File: src/rtl/hazard_ctrl.sv
// Hazard and pipeline-control unit for the 5-stage RV32I core: load-use and
// branch-operand stalls, data-memory freeze, redirect flush and a stall counter.
module hazard_ctrl #(
    parameter int AW              = 5,
    parameter int LOAD_USE_CYCLES = 1,
    parameter int BR_IN_ID        = 1,
    parameter int IMEM_LAT        = 1,
    parameter int PERF_W          = 32
) (
    input  logic              clk,
    input  logic              rst,
    input  logic [6:0]        id_opcode,
    input  logic [AW-1:0]     id_rs1,
    input  logic [AW-1:0]     id_rs2,
    input  logic [AW-1:0]     ex_rd,
    input  logic              ex_reg_we,
    input  logic              ex_is_load,
    input  logic [AW-1:0]     mem_rd,
    input  logic              mem_is_load,
    input  logic              ctrl_pc_src,
    input  logic              dmem_busy,
    output logic              ctrl_pc_en,
    output logic              ctrl_imem_en,
    output logic              if_id_en,
    output logic              ctrl_id_reg_flush,
    output logic              id_ex_en,
    output logic              ctrl_zero_sel,
    output logic              ex_mem_en,
    output logic              stall_active,
    output logic [PERF_W-1:0] stall_cycles
);

    localparam logic [6:0] OPC_OP     = 7'b0110011;
    localparam logic [6:0] OPC_OPIMM  = 7'b0010011;
    localparam logic [6:0] OPC_LOAD   = 7'b0000011;
    localparam logic [6:0] OPC_STORE  = 7'b0100011;
    localparam logic [6:0] OPC_BRANCH = 7'b1100011;
    localparam logic [6:0] OPC_JALR   = 7'b1100111;

    localparam bit         BR_EN    = (BR_IN_ID != 0);
    localparam bit         LU_MULTI = (LOAD_USE_CYCLES > 1);
    localparam logic [2:0] LU_INIT  = 3'(LOAD_USE_CYCLES - 1);

    typedef enum logic {RUN, LU_STALL} state_t;

    state_t              state, state_nx;
    logic [2:0]          cnt, cnt_nx;
    logic [IMEM_LAT-1:0] flush_q, flush_nx;
    logic                use_rs1, use_rs2;
    logic                ex_match, mem_match;
    logic                lu, bh, stall;

    always_comb begin
        use_rs1 = 1'b0;
        use_rs2 = 1'b0;
        case (id_opcode)
            OPC_OP, OPC_STORE, OPC_BRANCH: begin
                use_rs1 = 1'b1;
                use_rs2 = 1'b1;
            end
            OPC_OPIMM, OPC_LOAD, OPC_JALR: use_rs1 = 1'b1;
            default: ;
        endcase
    end

    // x0 is never a real producer, so a zero rd can never create a dependency.
    assign ex_match  = (ex_rd != '0) &&
                       ((use_rs1 && id_rs1 == ex_rd) || (use_rs2 && id_rs2 == ex_rd));
    assign mem_match = (mem_rd != '0) &&
                       ((use_rs1 && id_rs1 == mem_rd) || (use_rs2 && id_rs2 == mem_rd));

    assign lu    = ex_is_load && ex_reg_we && ex_match;
    assign bh    = BR_EN && (id_opcode == OPC_BRANCH || id_opcode == OPC_JALR) &&
                   ((ex_reg_we && ex_match) || (mem_is_load && mem_match));
    assign stall = (lu || bh || state == LU_STALL) && !ctrl_pc_src;

    always_ff @(posedge clk or posedge rst) begin
        if (rst) begin
            state <= RUN;
            cnt   <= 3'd0;
        end else begin
            state <= state_nx;
            cnt   <= cnt_nx;
        end
    end

    always_comb begin
        state_nx = state;
        cnt_nx   = cnt;
        if (!dmem_busy) begin
            if (ctrl_pc_src) begin
                state_nx = RUN;
                cnt_nx   = 3'd0;
            end else if (state == LU_STALL) begin
                cnt_nx = cnt - 3'd1;
                if (cnt == 3'd1) state_nx = RUN;
            end else if (lu && LU_MULTI) begin
                state_nx = LU_STALL;
                cnt_nx   = LU_INIT;
            end
        end
    end

    always_comb begin
        ctrl_pc_en    = 1'b1;
        ctrl_imem_en  = 1'b1;
        if_id_en      = 1'b1;
        id_ex_en      = 1'b1;
        ex_mem_en     = 1'b1;
        ctrl_zero_sel = (id_opcode == 7'd0);
        stall_active  = 1'b0;
        if (rst) begin
            // imem stays enabled so the reset PC is already being fetched
            ctrl_pc_en    = 1'b0;
            ctrl_zero_sel = 1'b1;
            ex_mem_en     = 1'b0;
        end else if (dmem_busy) begin
            ctrl_pc_en    = 1'b0;
            ctrl_imem_en  = 1'b0;
            if_id_en      = 1'b0;
            id_ex_en      = 1'b0;
            ex_mem_en     = 1'b0;
            ctrl_zero_sel = 1'b0;
            stall_active  = 1'b1;
        end else if (ctrl_pc_src) begin
            ctrl_zero_sel = 1'b1;
        end else if (stall) begin
            ctrl_pc_en    = 1'b0;
            ctrl_imem_en  = 1'b0;
            if_id_en      = 1'b0;
            ctrl_zero_sel = 1'b1;
            stall_active  = 1'b1;
        end
    end

    // One bit per outstanding wrong-path fetch still inside the imem pipeline.
    always_comb begin
        flush_nx    = '0;
        flush_nx[0] = ctrl_imem_en && ctrl_pc_src;
        for (int i = 1; i < IMEM_LAT; i++) flush_nx[i] = flush_q[i-1];
    end

    always_ff @(posedge clk or posedge rst) begin
        if (rst)             flush_q <= '1;
        else if (!dmem_busy) flush_q <= flush_nx;
    end

    assign ctrl_id_reg_flush = rst || (|flush_q);

    always_ff @(posedge clk or posedge rst) begin
        if (rst)
            stall_cycles <= '0;
        else if (stall_active && stall_cycles != '1)
            stall_cycles <= stall_cycles + 1'b1;
    end

endmodule

File: config.mk
export PLATFORM = sky130hd
export DESIGN_NAME = hazard_ctrl
export DESIGN_NICKNAME = d
export VERILOG_FILES = /design/src/rtl/hazard_ctrl.sv
export SDC_FILE = /design/constraint.sdc
export NUM_CORES = 1
export LEC_CHECK = 0
export BUFFER_PORTS_ARGS = -buffer_cell sky130_fd_sc_hd__buf_2
export CAP_MARGIN = 20
export CORE_MARGIN = 2
export CORE_UTILIZATION = 40
export CTS_CLUSTER_SIZE = 40
export DETAILED_ROUTE_END_ITERATION = 6
export GPL_TIMING_DRIVEN = 0
export PLACE_DENSITY = 0.8
export SYNTH_ARGS = -nofsm -noshare
export SYNTH_HDL_FRONTEND = slang
export SYNTH_SLANG_ARGS = --single-unit
File: constraint.sdc
create_clock -name clk -period 2.4 [get_ports clk]
set_clock_uncertainty 0.1 [all_clocks]
set_input_delay 0.48 -clock clk [delete_from_list [all_inputs] [get_ports clk]]
set_output_delay 0.48 -clock clk [all_outputs]
set_load 0.1 [all_outputs]
# ---- After elaboration in Yosys (flattened, before gate mapping)
# Index checks and enable logic that the tools add are counted.
dict set report classes {
  reduce_logical 29
  n_eq_ne 12
  bitwise_logic 1
  muxes 23
  add_sub_neg 2
}
# cell n
set op_table {}
lappend op_table {{adder 32 x 1 -> 32 bit (second input constant)} 1}
lappend op_table {{!= test 32 bit (second input constant)} 1}
lappend op_table {{two-way mux 1 bit} 21}
lappend op_table {{equality test 5 bit} 4}
lappend op_table {{equality test 7 x 6 -> 1 bit (second input constant)} 2}
lappend op_table {{equality test 7 bit (second input constant)} 2}
lappend op_table {{logical AND 1 bit} 14}
lappend op_table {{nonzero test 5 bit} 2}
lappend op_table {{equality test 7 x 2 -> 1 bit (second input constant)} 1}
lappend op_table {{equality test 7 x 5 -> 1 bit (second input constant)} 1}
lappend op_table {{logical NOT 7 bit} 1}
lappend op_table {{logical OR 1 bit} 7}
lappend op_table {{two-way mux 3 bit} 2}
lappend op_table {{OR reduction 6 bit} 1}
lappend op_table {{equality test 3 x 1 -> 1 bit (second input constant)} 1}
lappend op_table {{OR reduction 3 bit} 1}
lappend op_table {{subtractor 3 x 1 -> 3 bit (second input constant)} 1}
lappend op_table {{AND reduction 2 bit} 1}
lappend op_table {{nonzero test 2 bit} 1}
lappend op_table {{logical NOT 1 bit} 1}
lappend op_table {{NOT 1 bit} 1}
dict set report word_totals {
  wordCells 71
  regBits 37
  out_inout_bits 40
}

# ---- Depth between registers and ports, before layout
dict set report logic_depth {
  ltp_word 17
  depth_mapped 11
  ltp_nobuf 9
}

# ---- Worst setup path after synthesis
# Ideal clock, no wire load.
dict set report synth_path {
  path_kind {input to output}
  from {input port rst}
  to {output port stall_active}
  cell_stages 5
  t_arrival_ns 3.395
  slack_ns -1.575
  required_time_ns 1.820
  path_cell_list {inv_1 -> nand2_1 -> and2_1 -> buf_6 -> inv_1}
}
dict set report synth_via {
  elab_chain_cells 1
}
# item line_no
set synth_rtl {}
lappend synth_rtl {{start, declared} 11} ;# input logic rst,
lappend synth_rtl {{two-way mux 1 bit} 112} ;# if (rst) begin
lappend synth_rtl {{end, declared} 29} ;# output logic stall_active,
# Every way passes these cells.

# ---- Worst setup path in the final report
dict set report layout_path {
  from {input port mem_rd[4]}
  to {output port stall_active}
}
dict set report layout_via {
  elab_chain_cells 14
  word_cells_on_any_way 17
  classes_between {eq/ne (2); mux (4); reduce/logical (11)}
}
# item line_no
set layout_rtl {}
lappend layout_rtl {{start, declared} 18} ;# input logic [AW-1:0] mem_rd,
lappend layout_rtl {{equality test 5 bit} 70} ;# ((use_rs1 && id_rs1 == mem_rd) || (use_rs2 && id_rs2 == mem_rd));
lappend layout_rtl {{logical AND 1 bit} 70}
lappend layout_rtl {{logical OR 1 bit} 70}
lappend layout_rtl {{logical AND 1 bit *} 69} ;# assign mem_match = (mem_rd != '0) &&
lappend layout_rtl {{logical AND 1 bit *} 74} ;# ((ex_reg_we && ex_match) || (mem_is_load && mem_match));
lappend layout_rtl {{logical OR 1 bit *} 74}
lappend layout_rtl {{logical AND 1 bit *} 73} ;# assign bh = BR_EN && (id_opcode == OPC_BRANCH || id_opcode == OPC_JALR) &&
lappend layout_rtl {{logical OR 1 bit * (2 in a row)} 75} ;# assign stall = (lu || bh || state == LU_STALL) && !ctrl_pc_src;
lappend layout_rtl {{logical AND 1 bit *} 75}
lappend layout_rtl {{two-way mux 1 bit *} 127} ;# end else if (stall) begin
lappend layout_rtl {{two-way mux 1 bit *} 125} ;# end else if (ctrl_pc_src) begin
lappend layout_rtl {{two-way mux 1 bit *} 117} ;# end else if (dmem_busy) begin
lappend layout_rtl {{two-way mux 1 bit *} 112}
# Every way passes the cells marked *; elsewhere a longest branch is shown, timed or not.

==> impl_results.md <==
* Post-Synth Simple-Gate Area at around a quarter
* Switching part of the total at between 40% and 50%
* Count of different cell masters after synthesis at 40
* XOR/XNOR Fraction of Synth Area at roughly a fifth
* Critical path class: primary input to primary output
* Initial antenna violation count at 0
* Fillcell total at 423
* Routability cong. at around 0.93
* # port buffers at 72
* Residual DRC count at 0
* Via density at just over 5
* Final #Nets at 346
* Outcome: finished, violations left
* Worst reg2reg startpoint: stall_cycles[0]
* Pint at ~0.0012 W
* Routed vias at ~2000
* Largest family of logic cells by synthesized area: simple AND/OR/NAND/NOR gates
* CP required at approximately 1800 ps
* Synth-to-Final Area Change at 43.7%
* Max-cap violations at 0
* PwrDens at between 600 and 700 nW/µm²
* GRT overflow at 0
* Layout cell share with drive strength beyond 1 at a little under half
* Syn Inst Count at between 200 and 250
* Drt first pass iters at 4
* Worst Slack Setup Final at -343 ps
* Worst-Skew Late Latency at slightly below 300 ps
* Antenna Cells at 0
* Initial DRC Count at 53
* Slew HR at 41.1%
* Starting Density at 42.0%
* Largest area contributor in the netlist: dfrtp_1
* Worst-margin pin slew at 879 ps
* Core area at a little over 5000 µm²
* Comb pwr share at between 30% and 40%
* Failing checks: setup timing
* Critical Path Sink Type: primary output
* Top cell type's share of synthesized area at between 40 and 50%
* Routed WL at 5600 µm
* FFs w/ async S/R, synth at between 90% and 100%
* H-tree lvl count at 2
* Worst hold-check path type: primary input to async pin
* Reg clk slew, reported paths at ~80 ps
* Post-synth net total at between 200 and 300
* Row cnt at 26
* Vert. Die Dim at 77.7 µm
* Seq cells post-synth at 37
* Crit path time final at around 2700 ps
* Number of synthesized flops with an enable pin at 0
* Synth Area in Adders at 1.73%
* Die W at between 70 and 80 µm
* # setup viols final at 5
* Global-route wire length before repair at between 9000 and 10000 µm
* P_leak at between 1 and 1.5 nW
* CTS tree: yes
* Finished Layout Cells at 380
* Ys flop type: dfrtp_1
* Num Clock Sinks at 37
* Worst EP arrival at 2160 ps
* RSZ-0062 raised after global routing: true
* Post-DR wirelength/cell at 14.7 µm
* CP Launch Type: primary input
* Buffer levels on the longest clock path at 2
* Share of power burned in registers at a little under two fifths
* Routed Antenna Nets at 0
* FMAX at ~360 MHz
* Reg2Reg Setup Slack at around 130 ps
* Period utilization at 114%
* # IOs at 74
* Dpl hpwl at around 3700 µm
* GRT Resource Usage Total at about a fifth
* Reg2reg path depth at 10
* Post-route cell area at approximately 3100 µm²
* Pin count of the biggest net entering global routing at 20
* Hold bufs inserted after CTS at 0
* Maximum fanout along the worst path at 5
* Worst VDD drop at roughly 780 µV
* Sequential share of the synthesized area at roughly 43%
* Root Buffer: clkbuf_8
* Pre-CTS WS at -802 ps
* Reg-to-Reg End: stall_cycles[1]
* Die area at between 6000 and 7000 µm²
* Cells after DPL at about 360
* Final Slew Violations at 0
* Switch Pwr at ~0.0009 W
* Avg Cell Area, Syn at 9.87 µm²
* Clk pwr share at between 20% and 30%
* Dpl cell area at ~2700 µm²
* Vias in the first global route at 1981
* Mapped Area at roughly 2200 µm²
* Final Hold Viols at 0
* Synth area leaders: dfrtp_1 41%, xnor2_1 13%, xor2_1 6.5%, nand3_1 4.4%, nand4_1 4.3%
* Yosys warns at 0
* Mux contribution to synthesized area at under 10%
* Total CTS buffers at 5
* Compound-gate portion of the synthesized area at approximately 5.4%
==> sequential cells by signal, indices dropped and copies added (netlist names) <==
register and cells:
stall_cycles 32, cnt 3, flush_q 1, state 1
==> worst max-delay path, cell delays in order <==
cell and delay (ps):
buf_8 90, or4_4 510, o211ai_1 220, a21oi_2 80, o31ai_2 240, and2_4 240, clkinvlp_4 110, buf_12 170
==> stage by stage <==
step                      hold WS, ps  total power, W  TNS, ps  utilization (%)
after floorplan                   367         0.00136    -2180                -
after global placement            362         0.00149   -10750             52.9
after detailed placement          370         0.00151   -11340             52.9
after CTS                         148         0.00212    -1360             59.0
after global routing              139         0.00220    -1690             60.3
final                             134         0.00211    -1290             60.3
==> worst max path at each step <==
stage | startpoint | to | slack [ps] | depth (start not counted)
final | mem_rd[4] | stall_active | -340 | 8
after global placement | ex_rd[0] | if_id_en | -770 | 9
after floorplan | ex_rd[0] | stall_active | -540 | 7
after CTS | mem_rd[4] | stall_active | -380 | 8
after global routing | mem_rd[4] | stall_active | -430 | 8
after detailed placement | ex_rd[0] | if_id_en | -800 | 9
==> kinds of logic (layout without fill, tap and decap cells) <==
family | after synthesis | in the layout
AO/OA/AOI/OAI | 17 | 17
AND/OR/NAND/NOR | 94 | 94
adder cells (fa/ha/maj) | 3 | 3
multiplexers | 3 | 3
buffers and inverters | 16 | 106
XOR/XNOR | 50 | 50
flip-flops | 37 | 37
==> what timing repair did <==
action                     CTS  global route
gates cloned                 2             0
setup buffers                7             2
setup endpoints to repair   34            34
gates resized for setup     40            14
pin swaps                   12            15
==> layout make-up <==
class | count | area (µm²) | share of cell area, %
Timing Repair Buffer | 81 | 534 | 17.1
Buffer | 7 | 50.0 | 1.60
Inverter | 8 | 37.5 | 1.20
Clock inverter | 2 | 37.5 | 1.20
Sequential cell | 37 | 962 | 30.8
Multi-Input combinational cell | 167 | 1320 | 42.3
Clock buffer | 6 | 82.6 | 2.65
Tap cell | 70 | 87.6 | 2.81
Timing Repair inverter | 2 | 10.0 | 0.321
==> synth_stat cells (2+ instances only) <==
master,number
a21oi_1,5
and2_1,3
and3_1,8
and4_1,4
buf_2,2
clkbuf_1,4
dfrtp_1,36
ha_1,3
inv_1,8
mux2_2,2
nand2_1,12
nand3_1,19
nand4_1,15
nor2_1,10
nor3_1,11
nor4_1,4
o21ai_0,3
or4_1,2
xnor2_1,33
xor2_1,16
==> placed cells by master, fill, tap and decap left out, types with 2 or more instances in the layout <==
cell type	synthesis	final
nor3_2	0	2
a21oi_2	1	2
inv_1	8	6
and3_1	8	8
nor2_1	10	7
buf_2	2	59
clkinvlp_2	0	2
nor4_4	1	2
dfrtp_2	0	13
clkbuf_1	4	3
a21oi_1	5	3
nand4_1	15	15
mux2_2	2	2
nand3_1	19	19
and2_1	3	2
nor2_4	0	2
clkinvlp_4	0	3
nand2_1	12	9
dfrtp_1	36	18
o21ai_0	3	3
buf_4	1	13
nand2_4	0	3
buf_8	0	2
ha_1	3	2
xnor2_1	33	33
clkbuf_8	0	6
or4_4	0	2
buf_12	0	3
nor4_1	4	3
dfrtp_4	0	5
xor2_1	16	16
buf_6	1	8
nor3_1	11	9
and4_1	4	4
==> power by group through the flow <==
stage | combinational (W) | clock, W | sequential (W)
5_1_grt | 0.000804 | 0.000606 | 0.000792
4_1_cts | 0.000758 | 0.000579 | 0.000779
3_3_place_gp | 0.000708 | 0 | 0.000787
2_1_floorplan | 0.000225 | 0 | 0.00113
3_5_place_dp | 0.000722 | 0 | 0.000791
6_report | 0.000764 | 0.000568 | 0.000781
==> routing by layer <==
metal / wire, µm / vias up / part of all wire (%) / GRT usage (%)
met4: 65 / 0 / 1.2 / 6.07
met3: 277 / 8 / 4.9 / 4.07
met1: 2440 / 939 / 44 / 23.7
li1: - / 958 / - / -
met5: 0 / - / 0 / 0
met2: 2810 / 54 / 50 / 34.6
No activity file was read; power rests on OpenSTA's default activity.
